--- config.mk ---
export PLATFORM = sky130hd
export DESIGN_NAME = pll_rst_seq
export DESIGN_NICKNAME = d
export VERILOG_FILES = /design/src/rtl/pll_seq_pkg.sv /design/src/rtl/sync_2ff.sv /design/src/rtl/pll_rst_seq.sv
export SDC_FILE = /design/constraint.sdc
export NUM_CORES = 1
export LEC_CHECK = 0
export ABC_AREA = 1
export CAP_MARGIN = 5
export CORE_UTILIZATION = 35
export CTS_BUF_LIST = sky130_fd_sc_hd__clkbuf_4 sky130_fd_sc_hd__clkbuf_8
export DETAILED_ROUTE_END_ITERATION = 7
export GPL_TIMING_DRIVEN = 0
export PLACE_DENSITY = 0.61
export SLEW_MARGIN = 20
export SYNTH_ARGS = -nofsm -noshare
export SYNTH_HDL_FRONTEND = slang
export SYNTH_SLANG_ARGS = --single-unit
--- constraint.sdc ---
create_clock -name clkin1 -period 4.75 [get_ports clkin1]
set_clock_uncertainty 0.2 [all_clocks]
set_input_delay 1.1875 -clock clkin1 [delete_from_list [all_inputs] [get_ports clkin1]]
set_output_delay 1.1875 -clock clkin1 [all_outputs]
set_load 0.05 [all_outputs]
--- src/rtl/pll_seq_pkg.sv ---
// -----------------------------------------------------------------------------
// pll_seq_pkg
// Shared definitions for the PLL reset sequencer family.
//   state_t  : sequencer state encoding (also exported on the debug port)
//   clog2    : ceil(log2(value)), usable in constant expressions
//   max2     : larger of two integers, for sizing shared counters
// -----------------------------------------------------------------------------
package pll_seq_pkg;

  typedef enum logic [2:0] {
    ST_PLL_RST   = 3'd0,
    ST_WAIT_LOCK = 3'd1,
    ST_STABLE    = 3'd2,
    ST_RELEASE   = 3'd3,
    ST_RUN       = 3'd4,
    ST_FAIL      = 3'd5
  } state_t;

  // ceil(log2(value)); returns 0 for value <= 1.
  function automatic int clog2(input int value);
    int result;
    int rem;
    result = 0;
    rem    = value - 1;
    while (rem > 0) begin
      result = result + 1;
      rem    = rem >> 1;
    end
    return result;
  endfunction

  function automatic int max2(input int a, input int b);
    return (a > b) ? a : b;
  endfunction

endpackage

--- src/rtl/sync_2ff.sv ---
// -----------------------------------------------------------------------------
// sync_2ff
// Two-flop synchroniser for a single asynchronous level signal.
//   clk : destination clock
//   rst : asynchronous active-high reset, clears both flops
//   d   : asynchronous input
//   q   : synchronised output (two clk edges of latency)
// -----------------------------------------------------------------------------
module sync_2ff (
  input  logic clk,
  input  logic rst,
  input  logic d,
  output logic q
);

  logic meta;

  // NOTE: sequential state is always written with non-blocking assignments so
  // that every flop samples the pre-edge value of its neighbours.
  always_ff @(posedge clk or posedge rst) begin
    if (rst) begin
      meta <= 1'b0;
      q    <= 1'b0;
    end else begin
      meta <= d;
      q    <= meta;
    end
  end

endmodule

--- src/rtl/pll_rst_seq.sv ---
// -----------------------------------------------------------------------------
// pll_rst_seq
// Reset sequencer for a PLL and the clock domains it feeds. Pulses the PLL
// reset, waits for a stable lock (with timeout and bounded retries), then
// releases the downstream channel resets one at a time.
//
// Parameters
//   N_CH         : number of downstream channel resets (1..8)
//   RST_PULSE    : pll_rst pulse length in clkin1 cycles (>=2)
//   LOCK_STABLE  : cycles lock must stay high before releasing channels
//   LOCK_TIMEOUT : cycles allowed waiting for lock before a retry
//   STAGGER      : cycles between successive channel releases (>=1)
//   MAX_RETRY    : timeouts tolerated before entering FAIL (0..15)
//
// Ports
//   clkin1    in   sole clock
//   rst       in   asynchronous active-high reset
//   pll_lock  in   raw PLL lock (asynchronous)
//   soft_rst  in   synchronous one-cycle restart request
//   pll_rst   out  reset to the PLL primitive
//   ch_rst    out  per-channel resets, bit 0 released first
//   all_ready out  high only in RUN
//   fail      out  high only in FAIL
//   retry_cnt out  timeouts since the last rst/soft_rst
//   loss_cnt  out  saturating count of lock losses after release began
//   state     out  current state encoding (debug)
// -----------------------------------------------------------------------------
module pll_rst_seq
  import pll_seq_pkg::*;
#(
  parameter int N_CH         = 5,
  parameter int RST_PULSE    = 16,
  parameter int LOCK_STABLE  = 1024,
  parameter int LOCK_TIMEOUT = 65536,
  parameter int STAGGER      = 8,
  parameter int MAX_RETRY    = 3
) (
  input  logic            clkin1,
  input  logic            rst,
  input  logic            pll_lock,
  input  logic            soft_rst,
  output logic            pll_rst,
  output logic [N_CH-1:0] ch_rst,
  output logic            all_ready,
  output logic            fail,
  output logic [3:0]      retry_cnt,
  output logic [7:0]      loss_cnt,
  output logic [2:0]      state
);

  // One counter serves every timed state, so it is sized for the longest.
  localparam int CNT_MAX = max2(max2(RST_PULSE, LOCK_TIMEOUT),
                                max2(LOCK_STABLE, STAGGER * N_CH));
  localparam int CNT_W   = clog2(CNT_MAX) + 1;

  localparam logic [CNT_W-1:0] RST_LAST     = CNT_W'(RST_PULSE - 1);
  localparam logic [CNT_W-1:0] TIMEOUT_LAST = CNT_W'(LOCK_TIMEOUT - 1);
  localparam logic [CNT_W-1:0] STABLE_LAST  = CNT_W'(LOCK_STABLE - 1);
  localparam logic [CNT_W-1:0] RELEASE_LAST = CNT_W'(STAGGER * N_CH - 1);
  localparam logic [3:0]       RETRY_LIMIT  = 4'(MAX_RETRY);

  logic lock_s;

  state_t           st, st_nxt;
  logic [CNT_W-1:0] cnt, cnt_nxt;
  logic [3:0]       retry_nxt;
  logic [7:0]       loss_nxt;
  logic [N_CH-1:0]  ch_nxt;
  logic [N_CH-1:0]  rel_mask;

  sync_2ff u_lock_sync (
    .clk (clkin1),
    .rst (rst),
    .d   (pll_lock),
    .q   (lock_s)
  );

  // Channel k is released on the edge that ends RELEASE cycle STAGGER*(k+1)-1,
  // i.e. STAGGER*(k+1) edges after RELEASE was entered.
  always_comb begin
    rel_mask = '0;
    for (int k = 0; k < N_CH; k++) begin
      rel_mask[k] = (cnt == CNT_W'(STAGGER * (k + 1) - 1));
    end
  end

  // Next-state decision. Priority: soft_rst, then lock loss, then timeout,
  // then normal advance (rst is handled asynchronously in the register block).
  // NOTE: every variable gets a default before the case so no path leaves one
  // unassigned, which would otherwise infer a latch.
  always_comb begin
    st_nxt    = st;
    cnt_nxt   = cnt + CNT_W'(1);
    retry_nxt = retry_cnt;
    loss_nxt  = loss_cnt;
    ch_nxt    = ch_rst;

    if (soft_rst) begin
      st_nxt    = ST_PLL_RST;
      cnt_nxt   = '0;
      retry_nxt = '0;
      ch_nxt    = '1;
    end else begin
      case (st)
        ST_PLL_RST: begin
          ch_nxt = '1;
          if (cnt == RST_LAST) begin
            st_nxt  = ST_WAIT_LOCK;
            cnt_nxt = '0;
          end
        end

        ST_WAIT_LOCK: begin
          ch_nxt = '1;
          if (lock_s) begin
            st_nxt  = ST_STABLE;
            cnt_nxt = '0;
          end else if (cnt == TIMEOUT_LAST) begin
            cnt_nxt = '0;
            if (retry_cnt == RETRY_LIMIT) begin
              st_nxt = ST_FAIL;
            end else begin
              st_nxt    = ST_PLL_RST;
              retry_nxt = retry_cnt + 4'd1;
            end
          end
        end

        ST_STABLE: begin
          ch_nxt = '1;
          if (!lock_s) begin
            // Any glitch restarts both the stability window and the timeout.
            st_nxt  = ST_WAIT_LOCK;
            cnt_nxt = '0;
          end else if (cnt == STABLE_LAST) begin
            st_nxt  = ST_RELEASE;
            cnt_nxt = '0;
          end
        end

        ST_RELEASE: begin
          if (!lock_s) begin
            st_nxt  = ST_PLL_RST;
            cnt_nxt = '0;
            ch_nxt  = '1;
            if (loss_cnt != 8'hFF) loss_nxt = loss_cnt + 8'd1;
          end else begin
            // Released bits only ever go low here; they come back via '1 above.
            ch_nxt = ch_rst & ~rel_mask;
            if (cnt == RELEASE_LAST) begin
              st_nxt  = ST_RUN;
              cnt_nxt = '0;
            end
          end
        end

        ST_RUN: begin
          cnt_nxt = cnt;
          if (!lock_s) begin
            st_nxt  = ST_PLL_RST;
            cnt_nxt = '0;
            ch_nxt  = '1;
            if (loss_cnt != 8'hFF) loss_nxt = loss_cnt + 8'd1;
          end
        end

        ST_FAIL: begin
          cnt_nxt = cnt;
          ch_nxt  = '1;
        end

        default: begin
          st_nxt  = ST_PLL_RST;
          cnt_nxt = '0;
          ch_nxt  = '1;
        end
      endcase
    end
  end

  // All outputs are registered from the next state, so they change on the same
  // edge as the state and never see pll_lock or soft_rst combinationally.
  always_ff @(posedge clkin1 or posedge rst) begin
    if (rst) begin
      st        <= ST_PLL_RST;
      cnt       <= '0;
      pll_rst   <= 1'b1;
      ch_rst    <= '1;
      all_ready <= 1'b0;
      fail      <= 1'b0;
      retry_cnt <= '0;
      loss_cnt  <= '0;
    end else begin
      st        <= st_nxt;
      cnt       <= cnt_nxt;
      pll_rst   <= (st_nxt == ST_PLL_RST) || (st_nxt == ST_FAIL);
      ch_rst    <= ch_nxt;
      all_ready <= (st_nxt == ST_RUN);
      fail      <= (st_nxt == ST_FAIL);
      retry_cnt <= retry_nxt;
      loss_cnt  <= loss_nxt;
    end
  end

  assign state = st;

endmodule

# Yosys cells after proc, flatten, opt, wreduce, memory -nomap -nowiden
# Index checks and enable logic that the tools add are counted.
[word_totals]
reg_bits = 42
input_bits = 4
output_inout_bits = 23
word_cells = 76
[op_classes]
addsub = 3
eq_ne = 20
n_mux = 30
bitwise = 4
reduce_logical = 9
[ops]
columns = ["cell", "count"]
rows = [
  ["$mux 17", 9],
  ["$pmux 17 s6", 1],
  ["$eq 17x5->1 const B", 2],
  ["$mux 3", 10],
  ["$mux 4", 5],
  ["$pmux 3 s6", 1],
  ["$add 17x1->17 const B", 1],
  ["$eq 17x10->1 const B", 1],
  ["$eq 17x16->1 const B", 1],
  ["$eq 17x3->1 const B", 1],
  ["$eq 17x4->1 const B", 1],
  ["$eq 17x6->1 const B", 1],
  ["$mux 5", 3],
  ["$eq 3x3->1 const B", 4],
  ["$pmux 5 s2", 1],
  ["$add 8x1->8 const B", 1],
  ["$ne 8x8->1 const B", 1],
  ["$reduce_and 4->1", 2],
  ["$eq 3x2->1 const B", 2],
  ["$logic_not 3->1", 2],
  ["$ne 2x2->1 const B", 3],
  ["$and 5x5->5", 1],
  ["$not 5->5", 1],
  ["$add 4x1->4 const B", 1],
  ["other kinds (8)", 10],
]

# Longest topological paths before layout
[depth]
depth_word = 8
depth_mapped = 16
depth_no_buf = 16

# By module
# From an unflattened synthesis, not the netlist that was laid out.
[hier_totals]
cells_unflattened = 296
area_unflattened_um2 = 2373.5
[modules_own_cells]
columns = ["mod", "n_inst", "cells_per_inst", "area_per_inst_um2", "seq_area_each_um2"]
rows = [
  ["pll_rst_seq", 1, 293, 2319.7, 1008.5],
  ["sync_2ff", 1, 3, 53.8, 50.0],
]

# Worst setup path before layout
# Ideal clock, no wire load.
[synth_path]
kind = "register to register"
start = "reg cnt[0]"
end = "reg cnt[10]"
setup_time_ps = 127
t_arrival_ps = 2040
required_time_ps = 4423
setup_slack_ps = 2383
stages_incl_launch_ff = 15
path_cell_list = "dfrtp_1 -> ha_1 -> nand2_1 -> clkinv_2 -> nand2_4 -> nor2_4 -> nand2_1 -> nor3b_1 -> ha_1 -> inv_1 -> nand2_1 -> nand2_2 -> o21ai_4 -> buf_12 -> a21oi_2"
[synth_between]
elab_chain_len = 5
word_cells_on_any_way = 14
classes_between = "1 x add/sub; 4 x eq/ne; 9 x mux"
[synth_lines]
columns = ["element", "line_no", "source"]
rows = [
  ["start: declaration", "pll_rst_seq.sv:65", "logic [CNT_W-1:0] cnt, cnt_nxt;"],
  ["start signal: assignment", "pll_rst_seq.sv:195", "cnt <= cnt_nxt;"],
  ["$add 17x1->17, or another cell as far along", "pll_rst_seq.sv:93", "cnt_nxt = cnt + CNT_W'(1);"],
  ["$mux 17, on equally long branches", "pll_rst_seq.sv:150, pll_rst_seq.sv:118, pll_rst_seq.sv:135", ""],
  ["$mux 17, on equally long branches", "pll_rst_seq.sv:142, pll_rst_seq.sv:115, pll_rst_seq.sv:131", ""],
  ["$pmux 17 s6 (*)", "pll_rst_seq.sv:104", "case (st)"],
  ["$mux 17 (*)", "pll_rst_seq.sv:98", "if (soft_rst) begin"],
]
# Every way passes the cells marked *; elsewhere a longest branch is shown, timed or not.
# A chain may end at the register's enable or synchronous reset.

# Final worst setup path
[layout_path]
start = "reg st[2] (netlist: state[2])"
end = "out state[2]"
[layout_lines]
columns = ["element", "line_no", "source"]
rows = [
  ["start: declaration", "pll_rst_seq.sv:64", "state_t st, st_nxt;"],
  ["start signal: assignment", "pll_rst_seq.sv:194", "st <= st_nxt;"],
  ["end: declaration", "pll_rst_seq.sv:48", "output logic [2:0] state"],
]
# No word-level cell between the ends.

==> impl_metrics.ini <==
[timing]
layout_min_cycle_time_ns = 3.03
fin_ws_ns = 1.72
tightest_slew_ns = 0.515
finalMaxSlewViolations = 0
finalCritPeriodShare = 0.638
fmax_mhz = 330
hold_viol_final = 0
slew_headroom = 0.655
rsz0062_at_grt = false
holdWs_ns = 0.158
setup_viol_count_final = 0
finalSetupTns_ns = 0

[global_routing]
grt.total_usage = 0.152
grt_pass1_wl_um = 9060
grt-ovfl-total = 0
grt_max_degree = 29
first_global_vias = 2015
antenna_found_initial = 0

[clock_network]
clkTransAtPathRegs_ns = 0.08
clk_latency_ns = 0.29
root_buffer = clkbuf_8
cts_tree = yes
cts_buffers = 5
ctsHtreeMaxLevel = 2
holdBufCountCts = 0
cts.repair.resized = 0
cts_buffer_depth = 2
cts_sinks = 42
cts_setup_buffers = 0

[worst_hold_path]
min_path_type = reg -> reg
whs_path_depth = 0
min_to = u_lock_sync.q$_DFF_PP0_
holdCritStartpoint = u_lock_sync.meta$_DFF_PP0_

[yosys]
ys_ff_latch = 42
yosysSeqAreaShare = 0.425
synthCells = 316
syn_area_um2 = 2490
yosys.cell_types.count = 34
synth_nets = 325
yosysWarnings = 0
syn_area_per_cell_um2 = 7.88

[setup_path]
critPathLaunchType = register
path_cells = clkdlybuf4s50_1
rrSetupSlack_ns = 2.02
cp.required_ns = 3.36
path_class = reg -> out
crit_buf_inv = 1
r2r-start = cnt[0]$_DFFE_PP0P_
rr_worst_depth = 14
cp_max_fo = 7
r2r-end = cnt[5]$_DFFE_PP0P_
crit_arrival_ns = 1.64
crit_path_top_delay_cell = clkdlybuf4s50_1
critPathTopFamily = buffers and inverters
max_stage_delay_ns = 0.86
crit_path_end_kind = output pin

[pwr]
ir_worst_vdd_mv = 0.137
power.total_mw = 0.668
leakage_nw = 1.40
p_per_area_nw_per_um2 = 223

[floorplanning]
start_util = 0.364
die_y_um = 86.3
rows = 30
core_um2 = 6830
die_x_um = 86.3
die_area_um2 = 7450
io_pins = 27

[cells_and_area]
final_common_cell = nand2_1
drive_gt1_frac = 0.168
antenna_cells = 0
design_area_um2 = 3000
syn2layout_area_growth_pct = 20.5
layout_common_cells = nand2_1, inv_1, dfrtp_1, nand3_1, clkdlybuf4s50_1
nNetsFinal = 359

[routing]
first_iter_violations = 116
viasPerCell = 4.63
ant_nets = 0
dr_total_vias = 2068
drc_errors = 0
finalWirelength_um = 5080
wl_per_cell_um = 11.4
firstDrtPassIters = 4

[status]
outcome = completed

[place]
portBuffers = 26
placed_area_um2 = 2890
hpwl_um = 3800
gp_congestion = 0.782
place_ws_ns = 1.64

[job]
max_cap_violations = 0
per-stage QoR:
| stage | utilization | instances |
|---|---|---|
| 2_1_floorplan | - | 316 |
| 3_3_place_gp | 0.420 | 438 |
| 3_5_place_dp | 0.423 | 439 |
| 4_1_cts | 0.439 | 447 |
| 5_1_grt | 0.439 | 447 |
| 6_report | 0.439 | 447 |
cell usage after synthesis:
| cell | instances | area, um^2 |
|---|---|---|
| xnor2_1 | 4 | 35.0 |
| xor2_1 | 7 | 61.3 |
| inv_2 | 4 | 15.0 |
| inv_1 | 39 | 146 |
| nand3b_1 | 1 | 7.51 |
| nor3b_1 | 1 | 7.51 |
| o21ai_0 | 17 | 85.1 |
| dfstp_2 | 6 | 158 |
| nor2_2 | 7 | 43.8 |
| buf_12 | 1 | 20.0 |
| a21oi_2 | 10 | 87.6 |
| o22ai_1 | 1 | 6.26 |
| and3_1 | 1 | 6.26 |
| buf_2 | 3 | 15.0 |
| ha_1 | 5 | 62.6 |
| nand2_4 | 3 | 33.8 |
| nor3_1 | 6 | 30.0 |
| o21ai_4 | 1 | 16.3 |
| o211ai_1 | 2 | 15.0 |
| clkinv_1 | 1 | 3.75 |
| nand3_1 | 28 | 140 |
| nand2_1 | 81 | 304 |
| a21oi_1 | 4 | 20.0 |
| clkinv_2 | 1 | 5.00 |
| dfrtp_1 | 36 | 901 |
| nand3_2 | 2 | 20.0 |
| o21bai_1 | 2 | 15.0 |
| nor2_1 | 24 | 90.1 |
| nor3_2 | 2 | 20.0 |
| nand4_1 | 6 | 37.5 |
| nor2_4 | 3 | 33.8 |
| nand2_2 | 5 | 31.3 |
| a21boi_0 | 1 | 7.51 |
| buf_4 | 1 | 7.51 |
sequential cells by signal, summed over array words and instances, names as in the netlist:
register,cells
ch_rst,5
u_lock_sync.q,1
pll_rst,1
retry_cnt,4
cnt,17
all_ready,1
u_lock_sync.meta,1
fail,1
state,3
loss_cnt,8
per-layer routing:
metal	vias to the layer above	share of wire	global-route usage
met5	-	0	0
met4	0	0.013	0.0530
met3	5	0.036	0.0248
met2	31	0.46	0.250
met1	956	0.49	0.204
li1	1076	-	-
how the worst max path moves through the flow:
| stage | startpoint | to | slack [ns] | depth (start not counted) |
|---|---|---|---|---|
| 5_1_grt | state[0]$_DFF_PP0_ | state[0] | 1.66 | 1 |
| 4_1_cts | state[2]$_DFF_PP0_ | state[2] | 1.71 | 1 |
| 6_report | state[2]$_DFF_PP0_ | state[2] | 1.72 | 1 |
| 3_5_place_dp | soft_rst | loss_cnt[4]$_DFFE_PP0P_ | 1.64 | 7 |
| 3_3_place_gp | rst | retry_cnt[1]$_DFFE_PP0P_ | 1.41 | 2 |
| 2_1_floorplan | cnt[0]$_DFFE_PP0P_ | cnt[10]$_DFFE_PP0P_ | 2.38 | 14 |
final cells by class:
| class | instances | area, um^2 |
|---|---|---|
| clock inverters | 3 | 40.0 |
| clock buffers | 5 | 68.8 |
| repair buffers | 27 | 280 |
| fillers | 694 | 3830 |
| multi-input cells | 224 | 1220 |
| well taps | 96 | 120 |
| plain buffers | 5 | 42.5 |
| inverters | 45 | 170 |
| flip-flops and latches | 42 | 1060 |
cell families after synthesis:
logic type      Yosys count  share of synthesized area
fa+ha+maj                 5                     0.0251
flops                    42                      0.425
compound gates           38                      0.102
buf+inv                  50                     0.0855
xor+xnor                 11                     0.0387
simple gates            170                      0.324
where the power goes:
group / total (mW) / internal [mW] / switching, mW / leakage, nW
sequential: 0.363 / 0.361 / 0.00289 / 0.538
clock: 0.280 / 0.155 / 0.126 / 0.0579
combinational: 0.0246 / 0.00882 / 0.0158 / 0.805
No activity file was read; power rests on OpenSTA's default activity.
